`config.mk`:
```
export PLATFORM = sky130hd
export DESIGN_NAME = seq_muldiv_unit
export DESIGN_NICKNAME = d
export VERILOG_FILES = /design/src/rtl/seq_muldiv_unit.sv
export SDC_FILE = /design/constraint.sdc
export NUM_CORES = 1
export LEC_CHECK = 0
export BUFFER_PORTS_ARGS = -buffer_cell sky130_fd_sc_hd__buf_4
export CORE_ASPECT_RATIO = 2
export CORE_MARGIN = 5
export CORE_UTILIZATION = 45
export DETAILED_ROUTE_END_ITERATION = 8
export GPL_TIMING_DRIVEN = 0
export PLACE_DENSITY = 0.64
export SLEW_MARGIN = 20
export SYNTH_ARGS = -nofsm -noshare
export SYNTH_HDL_FRONTEND = slang
export SYNTH_SLANG_ARGS = --single-unit
export TNS_END_PERCENT = 5
```
`constraint.sdc`:
```
create_clock -name clk -period 3.8 [get_ports clk]
set_input_delay 0.19 -clock clk [delete_from_list [all_inputs] [get_ports clk]]
set_output_delay 0.19 -clock clk [all_outputs]
set_load 0.01 [all_outputs]
```
`src/rtl/seq_muldiv_unit.sv`:
```
// seq_muldiv_unit: iterative unsigned MUL/MULHU/DIVU/REMU execute unit.
// One op in flight; produces a one-cycle register-file write-back command.
module seq_muldiv_unit #(
  parameter int WIDTH = 32,
  parameter int AW    = 5
) (
  input  logic             clk,
  input  logic             clr_n,
  input  logic             start,
  input  logic [1:0]       funct,
  input  logic [WIDTH-1:0] rs1_data,
  input  logic [WIDTH-1:0] rs2_data,
  input  logic [AW-1:0]    rd_addr,
  output logic             busy,
  output logic             wb_en,
  output logic [AW-1:0]    wb_reg,
  output logic [WIDTH-1:0] wb_data
);

  localparam int CW = $clog2(WIDTH);

  typedef enum logic [1:0] {
    S_IDLE,
    S_CALC,
    S_WB
  } state_t;

  state_t           r_state;
  logic [CW-1:0]    r_cnt;
  logic [1:0]       r_funct;
  logic [AW-1:0]    r_rd;
  // r_a: multiplicand / divisor
  logic [WIDTH-1:0] r_a;
  // r_lo: multiplier -> product low / dividend -> quotient
  logic [WIDTH-1:0] r_lo;
  // r_hi: product high / remainder
  logic [WIDTH-1:0] r_hi;
  logic             r_busy;
  logic             r_wb_en;
  logic [AW-1:0]    r_wb_reg;
  logic [WIDTH-1:0] r_wb_data;

  logic [WIDTH-1:0] w_mpart;
  logic [WIDTH:0]   w_madd;
  logic [WIDTH:0]   w_dshift;
  logic             w_dge;
  logic [WIDTH-1:0] w_ddiff;
  logic [WIDTH-1:0] w_result;
  logic             w_is_div;

  // One shift-add or restoring-subtract step, plus result selection
  always_comb begin
    w_is_div = r_funct[1];
    w_mpart  = r_lo[0] ? r_a : '0;
    w_madd   = {1'b0, r_hi} + {1'b0, w_mpart};
    w_dshift = {r_hi, r_lo[WIDTH-1]};
    w_dge    = (w_dshift >= {1'b0, r_a});
    w_ddiff  = w_dshift[WIDTH-1:0] - r_a;
    w_result = r_funct[0] ? r_hi : r_lo;
  end

  // Control FSM, datapath registers and registered write-back outputs
  always_ff @(posedge clk) begin
    if (!clr_n) begin
      r_state   <= S_IDLE;
      r_cnt     <= '0;
      r_funct   <= '0;
      r_rd      <= '0;
      r_a       <= '0;
      r_lo      <= '0;
      r_hi      <= '0;
      r_busy    <= 1'b0;
      r_wb_en   <= 1'b0;
      r_wb_reg  <= '0;
      r_wb_data <= '0;
    end else begin
      unique case (r_state)
        S_IDLE: begin
          r_wb_en <= 1'b0;
          if (start) begin
            r_funct <= funct;
            r_rd    <= rd_addr;
            r_a     <= rs2_data;
            r_lo    <= rs1_data;
            r_hi    <= '0;
            r_cnt   <= '0;
            r_busy  <= 1'b1;
            r_state <= S_CALC;
          end
        end
        S_CALC: begin
          if (w_is_div) begin
            r_hi <= w_dge ? w_ddiff : w_dshift[WIDTH-1:0];
            r_lo <= {r_lo[WIDTH-2:0], w_dge};
          end else begin
            {r_hi, r_lo} <= {w_madd, r_lo[WIDTH-1:1]};
          end
          r_cnt <= r_cnt + 1'b1;
          if (r_cnt == CW'(WIDTH - 1)) begin
            r_state <= S_WB;
          end
        end
        S_WB: begin
          r_wb_en   <= 1'b1;
          r_wb_reg  <= r_rd;
          r_wb_data <= w_result;
          r_busy    <= 1'b0;
          r_state   <= S_IDLE;
        end
        default: begin
          r_state <= S_IDLE;
          r_busy  <= 1'b0;
          r_wb_en <= 1'b0;
        end
      endcase
    end
  end

  assign busy    = r_busy;
  assign wb_en   = r_wb_en;
  assign wb_reg  = r_wb_reg;
  assign wb_data = r_wb_data;

endmodule

```
## Word-level counts from Yosys, hierarchy flattened

Index checks and enable logic that the tools add are counted.

- ROM bits: 0
- Latch bits: 0
- Word-level logic and storage cells: 44
- RAM bits: 0
- Memories: 0
- Register bits: 149
- Output and inout port bits: 39
- Bits of input ports: 74

- Divide/modulo/power cells: 0
- Reduce and logical (&&, ||, !) cells: 6
- Order comparisons: 1
- Mux-type cells: 17
- Equality and inequality tests: 5
- Bitwise gates (word level): 1
- Shifts and indexed selects: 0
- Multipliers: 0
- $add $sub $neg: 3

Operator list:

| cell | number |
|---|---|
| 32-bit two-way mux | 7 |
| 32-bit case mux with 2 select lines | 2 |
| 32-bit by 32-bit adder with 33-bit output | 1 |
| 33-bit by 32-bit >= comparator with 1-bit output | 1 |
| 32-bit subtractor | 1 |
| 5-bit case mux with 2 select lines | 1 |
| 2-bit AND reduction | 4 |
| 5-bit by 1-bit adder with 5-bit output, second input constant | 1 |
| 5-bit equality test, second input constant | 1 |
| 5-bit two-way mux | 1 |
| 2-bit two-way mux | 2 |
| 2-bit inequality test, second input constant | 2 |
| 1-bit case mux with 2 select lines | 2 |
| 2-bit case mux with 2 select lines | 1 |
| 2-bit by 1-bit equality test with 1-bit output, second input constant | 1 |
| 2-bit equality test, second input constant | 1 |
| 2-bit logical NOT | 1 |
| 2-bit nonzero test | 1 |
| 1-bit two-way mux | 1 |
| 1-bit NOT | 1 |

## Longest topological paths before layout

Gate-level depths: netlist (run 1).

- Depth after elaboration: 4
- Gate-level depth with buffers: 14
- Depth with buffers taken out: 13

## Worst setup path before layout (run 1)

Ideal clock, no wire load.

- Path kind: register -> register
- From: register r_lo[0]
- To: register r_hi[29]
- Slack: 0.547 ns
- Period minus slack after synthesis: 3.253 ns
- Setup time: 0.117 ns
- Buffers on the path: 2
- Arrival time: 3.136 ns
- Cell stages (with the launch flop): 14
- Data required time: 3.683 ns
- Cell sequence: dfxtp_1 -> clkbuf_1 -> and2_1 -> ha_1 -> buf_6 -> a21o_1 -> a21o_1 -> a2111oi_2 -> nor3_1 -> a311o_1 -> a221o_1 -> a21oi_2 -> o311ai_1 -> a32o_1

- Word-level cells in the longest chain between the ends: 4

RTL lines:

| element | line | text |
|---|---|---|
| start: declaration | 35 | `logic [WIDTH-1:0] r_lo;` |
| start signal: assignment | 84 | `r_lo <= rs1_data;` |
| start signal: assignment | 94 | `r_lo <= {r_lo[WIDTH-2:0], w_dge};` |
| start signal: assignment | 96 | `{r_hi, r_lo} <= {w_madd, r_lo[WIDTH-1:1]};` |
| 32-bit two-way mux | 54 | `w_mpart = r_lo[0] ? r_a : '0;` |
| 32-bit by 32-bit adder with 33-bit output | 55 | `w_madd = {1'b0, r_hi} + {1'b0, w_mpart};` |
| 32-bit two-way mux | 92 | `if (w_is_div) begin` |
| 32-bit case mux with 2 select lines | 77 | `unique case (r_state)` |
| end signal: assignment | 93 | `r_hi <= w_dge ? w_ddiff : w_dshift[WIDTH-1:0];` |
| end signal: assignment | 96 |  |
| end: declaration | 37 | `logic [WIDTH-1:0] r_hi;` |

Every way passes these cells.
A chain may end at the register's enable or synchronous reset.

## Worst setup path in the final report (run 1)

- From: register r_lo[31]
- To: register r_hi[26]

- Word-level cells in the longest chain between the ends: 4
- Elaborated cells on any way between the ends: 5
- Those cells by class: add/sub (1); order compare (1); mux (3)

RTL lines:

| element | line |
|---|---|
| 32-bit subtractor / 33-bit by 32-bit >= comparator with 1-bit output (equally long branches) | 58, 57 |
| 32-bit two-way mux * | 93 |
| 32-bit two-way mux * | 92 |
| 32-bit case mux with 2 select lines * | 77 |

Mark *: on every way between the ends. The rest lies on a longest branch, timed or not.

==> results of run 1 <==
[worst min path at each step]
stage,to,start,cells after the start
after floorplan,r_funct[0],funct[0],2
after global placement,r_cnt[3],r_cnt[3],1
after detailed placement,r_cnt[3],r_cnt[3],1
after CTS,r_a[26],rs2_data[26],3
after global routing,r_a[28],rs2_data[28],3
final,r_a[9],rs2_data[9],3
[layout make-up]
type | instances | area (sq um)
Fill cell | 2298 | 10300
Multi-Input combinational cell | 1079 | 7020
Sequential cell | 149 | 2980
Timing Repair Buffer | 122 | 938
Clock buffer | 21 | 470
Tap cell | 280 | 350
Buffer | 78 | 315
Inverter | 48 | 180
Clock inverter | 11 | 171
[cells in the final DEF (no fill, tap or decap), types with 7 or more instances in the layout]
master | netlist | final
ha_1 | 66 | 66
mux2i_1 | 71 | 71
nor3_1 | 21 | 20
nor2b_1 | 12 | 12
o211a_1 | 34 | 34
nand3_1 | 49 | 49
inv_1 | 48 | 48
nor2_1 | 57 | 57
dfxtp_1 | 149 | 148
xnor2_1 | 26 | 26
nand2b_1 | 11 | 11
buf_4 | 0 | 113
clkbuf_1 | 66 | 64
a21boi_0 | 48 | 47
clkbuf_16 | 0 | 17
o221ai_1 | 7 | 7
a21o_1 | 19 | 19
xor2_1 | 23 | 23
and2_1 | 43 | 43
o21ai_0 | 66 | 64
nand2_1 | 274 | 274
a31oi_1 | 12 | 11
o211ai_1 | 7 | 7
dlygate4sd3_1 | 0 | 9
a21oi_1 | 71 | 70
and3_1 | 44 | 44
o21bai_1 | 9 | 9
a22oi_1 | 12 | 12
[kinds of logic (layout without fill, tap and decap cells)]
group / count (synthesis) / count (layout) / share of synthesized area [%]
multiplexers: 72 / 72 / 6.94
AND/OR/NAND/NOR: 543 / 543 / 24.0
XOR/XNOR: 49 / 49 / 4.13
flip-flops: 149 / 149 / 28.7
buffers and inverters: 126 / 280 / 4.67
AO/OA/AOI/OAI: 347 / 347 / 23.3
adder cells (fa/ha/maj): 68 / 68 / 8.33
[metal layers]
metal / GRT usage, % / share of wire [%] / vias to the layer above
met5: 0 / 0 / -
met4: 15.3 / 5.8 / 0
met3: 3.92 / 3.8 / 96
met2: 51.6 / 54 / 316
met1: 27.4 / 36 / 4831
li1: - / - / 5086
[critical path: stages (launching register included)]
cell	delay (ns)
dfxtp_1	0.32
inv_1	0.17
ha_1	0.21
inv_1	0.05
fa_1	0.43
a211oi_1	0.33
o21ai_1	0.24
a311oi_2	0.33
buf_4	0.18
o31ai_1	0.20
a311oi_2	0.34
xor2_1	0.34
o221ai_1	0.17
a22o_1	0.23
[where the power goes]
group / switching, mW / internal, mW
registers: 0.0799 / 1.63
clock network: 0.721 / 1.15
logic: 0.644 / 0.421
total: 1.44 / 3.21
[per-stage QoR]
stage,setup slack (ns),instances,setup TNS (ns),hold WS [ns],total power [mW]
after floorplan,0.547,1354,0,0.335,2.41
after detailed placement,-0.394,1745,-5.66,0.452,2.77
after global routing,-0.00460,1788,-0.00460,0.00144,4.86
after global placement,-0.419,1745,-6.25,0.441,2.76
final,0.159,1788,0,0.00310,4.65
after CTS,-0.0377,1786,-0.0377,0.00124,4.65
[repair_timing]
| action | CTS | global route |
|---|---|---|
| hold endpoints to repair | 9 | 0 |
| gates resized for setup | 11 | 14 |
| endpoints found under the setup margin | 32 | 29 |
| buffers inserted | 0 | 2 |
| hold buffers | 9 | 0 |
| pin swaps | 0 | 3 |
==> metrics.md, run 1 <==
| Metric | Value |
|---|---|
| Status | finished, final reports clean |
| Power per Cell Area | 374 mW/mm^2 |
| Post-synth top area cell | dfxtp_1 |
| Largest net degree at the start of global routing | 17 |
| IO Pins | 113 |
| Relative slew slack | 41.2% |
| Clock insertion delay at the later pin of the skew report | 0.45 ns |
| Critical R2R Launch | r_lo[31] |
| Initial antenna violation count | 0 |
| CP endpoint kind | flip-flop |
| R2R cell count | 13 |
| Peak VDD IR | 0.000313 V |
| Setup violations, final | 0 |
| Initial Utilization | 45.7% |
| # H-tree levels | 4 |
| Die area | 0.0264 sq mm |
| Core Area | 0.0227 sq mm |
| Leakage | 5.74 nW |
| FF-to-FF setup slack | 0.16 ns |
| Syn Nets | 1496 |
| Global-route wire length before repair | 56900 um |
| # rows | 78 |
| Share of layout cells above drive strength 1 | 11.9% |
| Vias per inst | 5.78 |
| Synth cell types | 63 |
| Initial DRC count | 708 |
| Ys Warns | 0 |
| Synth Instances | 1354 |
| Synth top area share | 28.7% |
| Synthesis-to-finish area growth | 19.5% |
| Clock root buffer | clkbuf_16 |
| TritonRoute pass-1 iters | 5 |
| IO Port Bufs | 111 |
| Reg clk slew, reported paths | 0.07 ns |
| Overflow after GRT | 0 |
| GPL Wtd Cong | 0.943 |
| Largest cells by area after synthesis | dfxtp_1, nand2_1, ha_1 |
| Clk_skew | 0.0114 ns |
| Residual DRC | 0 |
| Gr usage total | 26.9% |
| Vias in the first global route | 10700 |
| Top_reg_cell synth | dfxtp_1 |
| Endpoints failing hold | 0 |
| Final period utilization | 95.8% |
| Final instance area | 0.0124 sq mm |
| Critical Path Source Type | flip-flop |
| Die H | 225 um |
| Seq cells post-synth | 149 |
| WS Path Type | reg2reg |
| Antenna Diode Count | 0 |
| Post-Syn Area | 0.0104 sq mm |
| CTS buffer count | 17 |
| Post-placement cell area | 0.0116 sq mm |
| Sink Count | 149 |
| Post-DP HPWL | 28700 um |
| Max Transition Viols Final | 0 |
| Async S/R FF share, synth | 0% |
| CTS tree | yes |
| Vias | 10300 |
| Reg2reg end | r_hi[26] |
| Max Root-Sink Buffers | 2 |
| Die X | 117 um |
| Max frequency | 275 MHz |
| Antenna violation net count after detailed routing | 0 |
| Max-Cap Viols | 0 |
| Worst hold path class | in2reg |
| Max FO, Critical Path | 4 |
| Synth cell count leaders | nand2_1, dfxtp_1, a21oi_1, mux2i_1 |
| Final core utilization | 54.6% |
| Post-synth EDFFs | 0 |
| Critical path required time | 4.14 ns |
| Final Net Count | 1637 |
| Worst-Margin Slew | 0.882 ns |
| CP startpoint | r_lo[31] |
| Avg Synthesized Cell Area | 7.68 sq um |
| Register area share after synthesis | 28.7% |
| Top-count cell post-synth | nand2_1 |
| Crit path capture | r_hi[26] |
| Tmin final | 3.64 ns |
| DRT Wirelength | 35900 um |
| Average wire per standard cell | 20.1 um |
| Data arrival time of the worst path | 3.98 ns |
No activity file was read; power rests on OpenSTA's default activity.
==> run 2, diff against run 1 <==
BUFFER_PORTS_ARGS = -buffer_cell sky130_fd_sc_hd__buf_2   (was -buffer_cell sky130_fd_sc_hd__buf_4)
==> run 2 against run 1 <==
Compared with the run above: via count increased by 1.2%; total power shrank 1.7%; sequential share of layout area increased by 0.28 points; global-route usage fell by 0.24 points; register-to-register slack worse by 0.04 ns; clock skew fell by 0.0018 ns.
==> metrics.md, run 2 (same netlist as run 1, synthesis figures left out) <==
| Metric | Value |
|---|---|
| Status | finished, final reports clean |
| Largest net degree at the start of global routing | 17 |
| CP endpoint kind | flip-flop |
| IO Pins | 113 |
| # rows | 78 |
| Residual DRC | 0 |
| Register area | 0.00298 sq mm |
| Power per Cell Area | 372 mW/mm^2 |
| Hold EP | r_rd[4] |
| Initial Utilization | 45.7% |
| Average wire per standard cell | 19.9 um |
| WL met1 | 13300 um |
| Global-route wire length before repair | 56300 um |
| Sink Count | 149 |
| Vias per inst | 5.79 |
| Share of layout cells above drive strength 1 | 11.4% |
| Multi-input gate area | 0.00698 sq mm |
| # H-tree levels | 4 |
| Core Area | 0.0227 sq mm |
| Vias | 10500 |
| Initial DRC count | 633 |
| Clock root buffer | clkbuf_16 |
| Post-DP HPWL | 28500 um |
| TritonRoute pass-1 iters | 7 |
| Critical Path Source Type | flip-flop |
| DRT Wirelength | 35900 um |
| Endpoints failing hold | 0 |
| Final core utilization | 54.0% |
| Total placed cells including tap cells | 1745 |
| Reg2reg end | r_hi[29] |
| R2R cell count | 12 |
| Leakage | 5.73 nW |
| Die area | 0.0264 sq mm |
| CTS buffer count | 17 |
| Non-Filler Instances | 1807 |
| RSZ-0062 raised after global routing | true |
| Overflow after GRT | 0 |
| Critical R2R Launch | r_lo[0] |
| CTS tree | yes |
| GPL Wtd Cong | 0.984 |
| Synthesis-to-finish area growth | 18.1% |
| WS Path Type | reg2reg |
| Most common cell after layout, fill and taps aside | nand2_1 |
| Gr usage total | 26.7% |
| Hold Path Depth | 3 |
| Most frequent cells in the layout | nand2_1, dfxtp_1, buf_2 |
| Initial antenna violation count | 0 |
| DR WL met2 | 19300 um |
| Max Transition Viols Final | 0 |
| Fill count | 2253 |
| Wire length on met3 | 1210 um |
| Worst-Margin Slew | 0.856 ns |
| Critical path required time | 4.19 ns |
| Antenna violation net count after detailed routing | 0 |
| Max-Cap Viols | 0 |
| Vias in the first global route | 10700 |
| Peak VDD IR | 0.000296 V |
| Worst hold start | rd_addr[4] |
| Setup violations, final | 0 |
| Max frequency | 272 MHz |
| Reg clk slew, reported paths | 0.07 ns |
| Data arrival time of the worst path | 4.07 ns |
| Final Net Count | 1657 |
| FF-to-FF setup slack | 0.12 ns |
| Relative slew slack | 42.9% |
| Max Root-Sink Buffers | 2 |
| Clock insertion delay at the later pin of the skew report | 0.45 ns |
| Die X | 117 um |
| Worst hold path class | in2reg |
| Max FO, Critical Path | 10 |
| Tmin final | 3.68 ns |
| Die H | 225 um |
| IO Port Bufs | 111 |
| Antenna Diode Count | 0 |
| Final period utilization | 96.8% |
| DR top layer | met4 |
| Clk_skew | 0.00953 ns |
==> run 2: worst max path at each step <==
stage          startpoint  endpoint  slack, ns
4_1_cts           r_lo[0]  r_hi[30]       0.02
6_report          r_lo[0]  r_hi[29]       0.12
5_1_grt          r_lo[31]  r_hi[24]      -0.02
3_3_place_gp      r_lo[0]  r_hi[30]      -0.39
2_1_floorplan     r_lo[0]  r_hi[29]       0.55
3_5_place_dp     r_lo[31]  r_hi[28]      -0.39
==> run 2: routing by layer <==
layer | vias up | track usage, %
li1 | 5126 | -
met1 | 4895 | 27.6
met2 | 323 | 50.4
met3 | 114 | 3.52
met4 | 0 | 16.1
met5 | - | 0
==> run 2: power breakdown <==
group	total [mW]	internal, mW	switching [mW]
clock	1.81	1.10	0.713
sequential	1.71	1.63	0.0802
combinational	1.05	0.407	0.640
total	4.57	3.14	1.43
==> run 2: layout make-up <==
cell class,instances,share of cell area [%]
flip-flops and latches,149,24.3
inverters,48,1.47
repair buffers,142,7.03
clock buffers,20,3.56
well taps,280,2.85
clock inverters,11,1.42
plain buffers,78,2.53
multi-input cells,1079,56.9
==> run 2: worst max-delay path: stages, from the launching register on <==
cell	delay (ns)
dfxtp_2	0.43
clkbuf_2	0.28
nand2_1	0.14
fa_1	0.44
nor2b_1	0.24
o31ai_2	0.13
a31oi_1	0.26
o21ai_0	0.24
o21ai_2	0.41
a221o_1	0.32
a21oi_4	0.10
o311ai_1	0.39
a32o_1	0.22
==> run 2: repair_timing <==
| action | CTS | global route |
|---|---|---|
| pin swaps | 0 | 2 |
| hold buffers | 30 | 0 |
| hold endpoints to repair | 30 | 0 |
| setup endpoints to repair | 23 | 23 |
| resized for setup | 8 | 8 |
| buffers inserted | 0 | 1 |
==> run 2: metrics by stage <==
stage                     setup TNS (ns)  hold WS [ns]  instance area, sq um  power [mW]  setup WS, ns
after floorplan                        0         0.335                 10400        2.41         0.547
after global placement             -4.00         0.429                 11300        2.73        -0.388
after detailed placement           -2.52         0.440                 11300        2.74        -0.386
after CTS                              0       0.00319                 12200        4.58        0.0174
after global routing             -0.0227        0.0255                 12300        4.76       -0.0198
final                                  0        0.0170                 12300        4.57         0.120
